### src/rtl/uart_freq_cmd.sv
// uart_freq_cmd: ASCII command decoder sitting between the UART receiver and
// the DDS address controller / wave mux. Decimal digits build a frequency in
// Hz; 's' applies it by converting Hz to a 32-bit phase increment with a
// 27-step LSB-first shift-add multiply; 'q'/'r'/'t' pick sine/rect/tri.
//
// Handshake: rx_valid is a one-cycle strobe with no back-pressure. A byte is
// consumed in the cycle rx_valid is high. Bytes that arrive while the
// multiplier is running or finishing are dropped and flagged on err.
// All outputs are registered. There is no combinational path from rx_* to any
// output.
module uart_freq_cmd #(
  parameter int unsigned FTW_K      = 90071993,
  parameter int unsigned FTW_SHIFT  = 20,
  parameter int unsigned MAX_DIGITS = 8,
  parameter int unsigned MAX_FREQ   = 25000000,
  parameter logic [31:0] RST_FTW    = 32'd85899
) (
  input  logic        clk,
  input  logic        rst_n,
  input  logic [7:0]  rx_data,
  input  logic        rx_valid,
  output logic [31:0] freq_word,
  output logic        freq_update,
  output logic [3:0]  wave_sel,
  output logic        wave_update,
  output logic        busy,
  output logic        err
);

  localparam int unsigned MUL_STEPS = 27;

  typedef enum logic [1:0] {
    IDLE = 2'd0,
    MUL  = 2'd1,
    DONE = 2'd2
  } state_t;

  state_t      state;
  logic [26:0] acc;
  logic [3:0]  cnt;
  logic [26:0] mcand;
  logic [53:0] addend;
  logic [53:0] prod;
  logic [4:0]  step;
  // A byte dropped in DONE shares its cycle with freq_update, so its err
  // pulse is pushed one cycle later to keep err and freq_update disjoint.
  logic        err_pend;

  logic is_digit;
  assign is_digit = (rx_data >= 8'h30) && (rx_data <= 8'h39);

  // Product bits outside the selected window are discarded by design.
  logic unused_prod_bits;
  assign unused_prod_bits = ^{prod[53:52], prod[19:0]};

  // Command decode, multiplier sequencing and all registered outputs.
  always_ff @(posedge clk) begin
    if (!rst_n) begin
      state       <= IDLE;
      acc         <= '0;
      cnt         <= '0;
      mcand       <= '0;
      addend      <= '0;
      prod        <= '0;
      step        <= '0;
      err_pend    <= 1'b0;
      freq_word   <= RST_FTW;
      freq_update <= 1'b0;
      wave_sel    <= 4'b1000;
      wave_update <= 1'b0;
      busy        <= 1'b0;
      err         <= 1'b0;
    end else begin
      freq_update <= 1'b0;
      wave_update <= 1'b0;
      err         <= err_pend;
      err_pend    <= 1'b0;
      case (state)
        IDLE: begin
          if (rx_valid) begin
            if (is_digit) begin
              if (cnt < 4'(MAX_DIGITS)) begin
                acc <= acc * 27'd10 + {23'd0, rx_data[3:0]};
                cnt <= cnt + 4'd1;
              end else begin
                acc <= '0;
                cnt <= '0;
                err <= 1'b1;
              end
            end else begin
              case (rx_data)
                8'h73: begin // 's'
                  acc <= '0;
                  cnt <= '0;
                  if ((cnt == 4'd0) || (acc > 27'(MAX_FREQ))) begin
                    err <= 1'b1;
                  end else begin
                    mcand  <= acc;
                    addend <= {27'd0, 27'(FTW_K)};
                    prod   <= '0;
                    step   <= 5'(MUL_STEPS - 1);
                    busy   <= 1'b1;
                    state  <= MUL;
                  end
                end
                8'h71: begin wave_sel <= 4'b1000; wave_update <= 1'b1; end
                8'h72: begin wave_sel <= 4'b0100; wave_update <= 1'b1; end
                8'h74: begin wave_sel <= 4'b0010; wave_update <= 1'b1; end
                8'h0D, 8'h0A, 8'h20: ; // whitespace is ignored
                default: begin
                  acc <= '0;
                  cnt <= '0;
                  err <= 1'b1;
                end
              endcase
            end
          end
        end
        MUL: begin
          if (rx_valid) err <= 1'b1;
          if (mcand[0]) prod <= prod + addend;
          mcand  <= mcand >> 1;
          addend <= addend << 1;
          if (step == 5'd0) begin
            busy  <= 1'b0;
            state <= DONE;
          end else begin
            step <= step - 5'd1;
          end
        end
        DONE: begin
          if (rx_valid) err_pend <= 1'b1;
          freq_word   <= prod[FTW_SHIFT +: 32];
          freq_update <= 1'b1;
          state       <= IDLE;
        end
        default: state <= IDLE;
      endcase
    end
  end

endmodule
### config.mk
export PLATFORM = sky130hd
export DESIGN_NAME = uart_freq_cmd
export DESIGN_NICKNAME = d
export VERILOG_FILES = /design/src/rtl/uart_freq_cmd.sv
export SDC_FILE = /design/constraint.sdc
export NUM_CORES = 1
export LEC_CHECK = 0
export BUFFER_PORTS_ARGS = -buffer_cell sky130_fd_sc_hd__buf_2
export CELL_PAD_IN_SITES_DETAIL_PLACEMENT = 1
export CELL_PAD_IN_SITES_GLOBAL_PLACEMENT = 2
export CORE_MARGIN = 1.5
export CORE_UTILIZATION = 35
export DETAILED_ROUTE_END_ITERATION = 7
export MAX_ROUTING_LAYER = met4
export PLACE_DENSITY_LB_ADDON = 0.3
export SKIP_LAST_GASP = 1
export SLEW_MARGIN = 20
export SYNTH_ARGS = -nofsm -noshare
export SYNTH_HDL_FRONTEND = slang
export SYNTH_SLANG_ARGS = --single-unit
export TNS_END_PERCENT = 20
### constraint.sdc
create_clock -name clk -period 9.7 [get_ports clk]
set_input_delay 0.97 -clock clk [delete_from_list [all_inputs] [get_ports clk]]
set_output_delay 0.97 -clock clk [all_outputs]
set_load 0.005 [all_outputs]
# --- Word level (Yosys, flattened, before mapping) ---
# Cells that the tools add are included.
totals:
  wordCells: 113
  reg_bits: 214
  out_inout_bits: 40
  in_bits: 11
op_classes:
  addsub: 4
  eq_ne: 17
  muxes: 51
  n_lt_le_gt_ge: 4
  bitwise: 4
  multipliers: 1
  reduce_logical: 18
op_table:
  columns: ["op", "count"]
  rows:
  - ["$mux 54", 9]
  - ["$pmux 54 s2", 2]
  - ["$mux 27", 7]
  - ["$add 54x54->54", 1]
  - ["$pmux 27 s2", 1]
  - ["$eq 8x7->1 const B", 4]
  - ["$add 27x4->27", 1]
  - ["$gt 27x25->1 const B", 1]
  - ["$mul 27x3->26 const B", 1]
  - ["$mux 5", 5]
  - ["$reduce_and 6->1", 3]
  - ["$eq 8x4->1 const B", 2]
  - ["$mux 1", 13]
  - ["$mux 4", 3]
  - ["$ne 2x2->1 const B", 6]
  - ["$pmux 4 s3", 1]
  - ["$mux 2", 5]
  - ["$pmux 5 s2", 1]
  - ["$reduce_and 5->1", 2]
  - ["$eq 8x6->1 const B", 1]
  - ["$ge 8x6->1 const B", 1]
  - ["$le 8x6->1 const B", 1]
  - ["$pmux 1 s2", 3]
  - ["$reduce_or 6->1", 1]
  - ["20 further kinds", 24]

# --- Depth between registers and ports, before layout ---
# Gate-level depths: netlist of run 1.
depth:
  depth_word: 7
  depth_mapped: 13
  ltp_nobuf: 13

# --- Worst setup path after synthesis of run 1 ---
# Ideal clock, no wire load.
synth_path:
  path_type: "reg-to-reg"
  startpoint: "register acc[1]"
  endpoint: "register acc[25]"
  stages_incl_launch_ff: 14
  path_slack_ns: 6.278
  setup_ns: 0.117
  period_less_slack_ns: 3.422
  arrival_ns: 3.305
  required_time_ns: 9.583
  path_cell_list: "dfxtp_1 -> ha_1 -> ha_1 -> fa_1 -> a21o_1 -> a221oi_1 -> o21bai_1 -> a31oi_1 -> xor2_1 -> nor4b_2 -> nand4b_1 -> nor2_1 -> xnor2_1 -> a32o_1"
synth_via:
  elab_chain_cells: 4
synth_rtl:
  columns: ["element", "line", "source"]
  rows:
  - ["from (decl)", "39", "logic [26:0] acc;"]
  - ["from (signal assigned)", "83", "acc <= acc * 27'd10 + {23'd0, rx_data[3:0]};"]
  - ["$mul 27x3->26", "83", null]
  - ["$add 27x4->27", "83", null]
  - ["$mux 27", "82", "if (cnt < 4'(MAX_DIGITS)) begin"]
  - ["$mux 27", "81", "if (is_digit) begin"]
# Every way passes these cells.
# A chain may end at the register's enable or synchronous reset.

# --- Worst setup path after layout of run 1 ---
layout_path:
  startpoint: "register acc[2]"
  endpoint: "register acc[25]"
# The elaborated chain is that of the path after synthesis.

==> impl_metrics.toml, run 1 <==
[run_status]
outcome = "finished, final reports clean"

[yosys]
synth_xor_area_share_pct = 6.13
yosysTopAreaCellShare_pct = 33.7
synth.cell_area_mm2 = 0.0124
synth_area_leaders = "dfxtp_1 34%, ha_1 10%, nand2_1 7.1%"
synth_top_family_by_area = "compound AO/OA/AOI/OAI gates"
synth-simple-area-share_pct = 20.0
syn_inst = 1541
synth_cell_types = 76
synthMuxAreaShare_pct = 0.322
synth-seq-cells = 209
yosys_warnings = 0
synth_edf_count = 0
avgSynthCellArea_um2 = 8.07
yosys.area_share.adder_pct = 10.9
post-synth-top-area-cell = "dfxtp_1"
async_flop_share_pct = 0
synth_compound_area_share_pct = 25.0
ys_seq_area_share_pct = 33.7
synthFlopType = "dfxtp_1"
syn_nets = 1658

[finish]
drive_above_1_share_pct = 9.06
fillCellCount = 4160
layout.nets = 1656
area_growth_pct = 11.6
final_cells = 2011
diodes = 0
multiInputGateArea_mm2 = 0.00779
seq_area_mm2 = 0.00418

[clocking]
clk_latency_ps = 530
cts_hold_buf = 0
ctsRootBufferMaster = "clkbuf_16"
h-tree-depth = 1
path_clk_slew_ps = 60
clock_path_buffers = 3
cts_resized = 0
cts_tree = "built"
cts_buffers = 24
post_cts_buffers = 0
clkSinkCount = 209

[detailed_routing]
drc_errors = 0
wl_mm = 36.3
wire_per_inst_um = 18.0
vias = 11194
wl_met2_mm = 16.9
postRouteAntennaNets = 0
vias_per_cell = 5.57
top_layer_used = "met4"
drt_iter0_drc = 487
met1Wirelength_mm = 18.2
wl_met3_um = 717
drt_pass1_iterations = 5

[setup_path]
critical_path_buf_inv_count = 0
critPathCaptureType = "flop"
crit_required_ps = 10120
slowest_delay_ps = 590
critPathMaxFanout = 5
path_cells = "ha_1 > ha_1 > a211oi_1 > o31ai_1 > a211oi_1 > o21ai_0 > xnor2_1 > nor4b_2 > nand4b_1 > nor2_1 > xnor2_1 > a32o_1"
critical_path_class = "flop to flop"
cpMaxStageDelayCell = "a211oi_1"
start_kind = "flop"
timing.critical_path.max_delay_family = "compound AO/OA/AOI/OAI gates"
cp.arrival_ps = 4320

[timing]
max_freq_mhz = 256
hold_viol = 0
fin_skew_ps = 16.6
rsz0062_at_grt = "false"
worst_slew_pin_slew_ps = 955
slew_violations = 0
relSlewSlack_pct = 36.2
finalSetupTns_ps = 0
setup_viol = 0
fin_crit_sh_pct = 40.3
finalCriticalPeriod_ps = 3910

[place]
dp_hpwl_mm = 25.8
place_inst = 1968
finalWeightedCongestion = 0.820
port_buffers = 49

[power]
leakagePower_nw = 5.62
ir_drop_uv = 119
cellPowerDensity_mw_per_mm2 = 137

[worst_hold_path]
hold_class = "flop to flop"

[grt]
first_global_vias = 11394
grt_max_degree = 70
track_usage_pct = 20.4
grt_remaining_overflow = 0
antenna_found_initial = 0
grt_pass1_wl_mm = 59.5

[floorplan]
die_y_um = 191
core_mm2 = 0.0347
io_pins = 51
rows = 68
die_area_mm2 = 0.0367
start_util_pct = 35.8
die_w_um = 191

[flow_run]
drv_cap = 0
[routing by layer]
metal  GRT usage (%)  vias up
met3            1.93       34
met2            33.6       90
met1            27.7     5502
met5               -        -
li1                -     5568
met4            3.22        0
[final timing paths]
check	from	end	slack [ps]	cells past startpoint
worst max-delay path	acc[2]	acc[25]	5790	12
worst min-delay path	freq_word[12]	freq_word[12]	450	2
worst max register to register	acc[2]	acc[25]	5790	12
worst min register to register	freq_word[12]	freq_word[12]	450	2
[cells by family after synthesis]
kind of cell,Yosys count
buf+inv,122
compound gates,463
xor+xnor,87
flops,209
mux,4
fa+ha+maj,106
simple gates,549
other cells,1
[power by group]
| part | total [mW] | switching, mW | internal (mW) |
|---|---|---|---|
| registers | 0.860 | 0.000486 | 0.859 |
| logic | 0.0338 | 0.0270 | 0.00682 |
| clock network | 1.00 | 0.376 | 0.626 |
[cell type report]
type                            instances  share of cell area (%)
Clock buffer                           32                    4.91
Timing Repair Buffer                   62                    2.47
Inverter                               32                   0.884
Clock inverter                         11                    1.34
Tap cell                              455                    4.10
Multi-Input combinational cell       1210                    56.1
Sequential cell                       209                    30.1
[tightest hold or removal path: stages (launching register included)]
cell	delay, ps
dfxtp_1	310
nand2_1	50
a21oi_1	50
[Yosys cell counts (19+ instances only)]
| cell type | instances |
|---|---|
| nand2_1 | 236 |
| dfxtp_1 | 209 |
| nor2_1 | 147 |
| a21oi_1 | 113 |
| ha_1 | 103 |
| o21ai_0 | 94 |
| clkbuf_1 | 73 |
| a22oi_1 | 56 |
| xnor2_1 | 53 |
| a21o_1 | 47 |
| xor2_1 | 34 |
| inv_1 | 32 |
| nand3_1 | 29 |
| a311oi_1 | 25 |
| nand4_1 | 24 |
| nor3_1 | 23 |
| a31oi_1 | 19 |
[per-stage QoR]
step / worst slack, ps / hold WS [ps] / utilization [%] / total power [mW] / area [um2]
2_1_floorplan: 6280 / 416 / - / 0.899 / 12400
3_3_place_gp: 5890 / 438 / 37.5 / 0.913 / 13000
3_5_place_dp: 5790 / 448 / 37.5 / 0.913 / 13000
4_1_cts: 5770 / 456 / 40.0 / 1.92 / 13900
5_1_grt: 5330 / 471 / 40.0 / 1.95 / 13900
6_report: 5790 / 454 / 40.0 / 1.89 / 13900
[cells in the final DEF (no fill, tap or decap), types with 16 or more instances in the layout]
cell type and instances:
nand2_1 236, dfxtp_1 209, nor2_1 145, a21oi_1 112, ha_1 103, o21ai_0 94
a22oi_1 56, xnor2_1 53, buf_2 49, a21o_1 47, xor2_1 34, inv_1 31
nand3_1 28, a311oi_1 25, clkbuf_16 25, nand4_1 24, nor3_1 23, a31oi_1 19
o221a_2 16
[registers in the layout, indices dropped and copies added (netlist names)]
register / count
addend: 52
err_pend: 1
state: 2
mcand: 27
wave_update: 1
freq_update: 1
cnt: 4
wave_sel: 3
freq_word: 32
prod: 52
acc: 27
step: 5
err: 1
busy: 1
No activity file was read; power rests on OpenSTA's default activity.
==> inputs of run 2 (changes only) <==
==> constraint.sdc (replaced) <==
create_clock -name clk -period 3.6 [get_ports clk]
set_input_delay 0.36 -clock clk [delete_from_list [all_inputs] [get_ports clk]]
set_output_delay 0.36 -clock clk [all_outputs]
set_load 0.005 [all_outputs]
==> impl_metrics.toml, run 2 (synthesis gave the netlist of run 1 again) <==
[run_status]
outcome = "finished, final reports clean"

[timing]
fin_crit_sh_pct = 96.1
rsz0062_at_grt = "true"
hold_viol = 0
slew_violations = 0
relSlewSlack_pct = 33.5
fin_skew_ps = 12.3
worst_slew_pin_slew_ps = 983
setup_viol = 0
max_freq_mhz = 289
finalSetupTns_ps = 0
hold_slack_ps = 167
finalCriticalPeriod_ps = 3460

[setup_path]
critical_path_buf_inv_count = 2
critical_path_class = "flop to flop"
critPathCaptureType = "flop"
cpMaxStageDelayCell = "fa_2"
cp.arrival_ps = 3850
timing.critical_path.max_delay_family = "adder cells"
path_cells = "ha_1 > ha_1 > fa_2 > a21o_1 > a221oi_2 > buf_4 > o21bai_1 > a31oi_1 > xor2_1 > nor4b_4 > nand4b_1 > buf_4 > nor2_1 > xnor2_1 > o21ai_0"
start_kind = "flop"
slowest_delay_ps = 360
critPathMaxFanout = 4
crit_required_ps = 3990

[detailed_routing]
drc_errors = 0
drt_iter0_drc = 412
wl_mm = 37.5
vias_per_cell = 5.53
drt_pass1_iterations = 4
wire_per_inst_um = 18.2
postRouteAntennaNets = 0
vias = 11372

[grt]
grt_max_degree = 61
grt_pass1_wl_mm = 61.5
grt_remaining_overflow = 0
antenna_found_initial = 0
track_usage_pct = 21.2
first_global_vias = 11496

[clocking]
path_clk_slew_ps = 60
cts_hold_buf = 0
h-tree-depth = 1
clock_path_buffers = 3
clkSinkCount = 209
clk_latency_ps = 520
ctsRootBufferMaster = "clkbuf_16"
cts_buffers = 24
cts_tree = "built"

[floorplan]
rows = 68
die_area_mm2 = 0.0367
start_util_pct = 35.8
io_pins = 51
core_mm2 = 0.0347
die_y_um = 191
die_w_um = 191

[place]
dp_hpwl_mm = 27.3
port_buffers = 49
finalWeightedCongestion = 0.841

[power]
ir_drop_uv = 299
leakagePower_nw = 5.85
cellPowerDensity_mw_per_mm2 = 340

[finish]
layout_commonest_cell = "nand2_1"
diodes = 0
drive_above_1_share_pct = 12.2
layout.nets = 1704
area_growth_pct = 14.4
mostFrequentLayoutCells = "236 x nand2_1, 209 x dfxtp_1, 143 x nor2_1"
reg_top3 = "addend (52), prod (52), freq_word (32)"

[worst_hold_path]
hold_class = "primary input to flop"

[flow_run]
drv_cap = 0
run 2: worst paths after layout:
| path | endpoint | startpoint | cells after the start | slack, ps |
|---|---|---|---|---|
| max | acc[23] | acc[1] | 15 | 140 |
| max reg2reg | acc[23] | acc[1] | 15 | 140 |
| min | wave_sel[3] | rst_n | 2 | 170 |
| min reg2reg | freq_word[21] | freq_word[21] | 2 | 450 |
run 2: stage by stage:
step / power (mW) / setup slack [ps] / cells / area, um2 / util (%)
6_report: 4.84 / 141 / 2057 / 14200 / 40.9
3_5_place_dp: 2.46 / -47.2 / 2012 / 13400 / 38.5
3_3_place_gp: 2.46 / 18.0 / 2012 / 13400 / 38.5
4_1_cts: 4.90 / -14.6 / 2055 / 14100 / 40.8
5_1_grt: 5.00 / -109 / 2057 / 14200 / 40.9
2_1_floorplan: 2.42 / 178 / 1541 / 12400 / -
run 2: where the power goes:
part	switching [mW]	total (mW)	leakage, nW	internal, mW
registers	0.00127	2.32	1.68	2.31
clock network	0.991	2.43	0.381	1.44
logic	0.0747	0.0966	3.79	0.0218
total	1.07	4.84	5.85	3.77
run 2: final cells by class:
| cell class | count | area, um2 |
|---|---|---|
| timing repair buffer | 110 | 728 |
| tap | 455 | 569 |
| fill | 4234 | 20500 |
| clock inverter | 5 | 50.0 |
| clock buffer | 36 | 717 |
| sequential | 209 | 4180 |
| inverter | 32 | 123 |
| multi-input combinational | 1210 | 7840 |
run 2: repair_timing:
item / 4_1_cts / 5_1_grt
resized for setup: 0 / 13
cloned: 0 / 0
setup buffers: 2 / 2
endpoints found under the hold margin: 0 / 0
pin swaps: 1 / 4
setup endpoints to repair: 3 / 14
run 2: per-layer routing:
| layer | routed length [um] | track usage (%) |
|---|---|---|
| met1 | 19100 | 29.3 |
| met2 | 16800 | 33.3 |
| met3 | 786 | 2.02 |
| met4 | 803 | 4.66 |
| met5 | 0 | - |
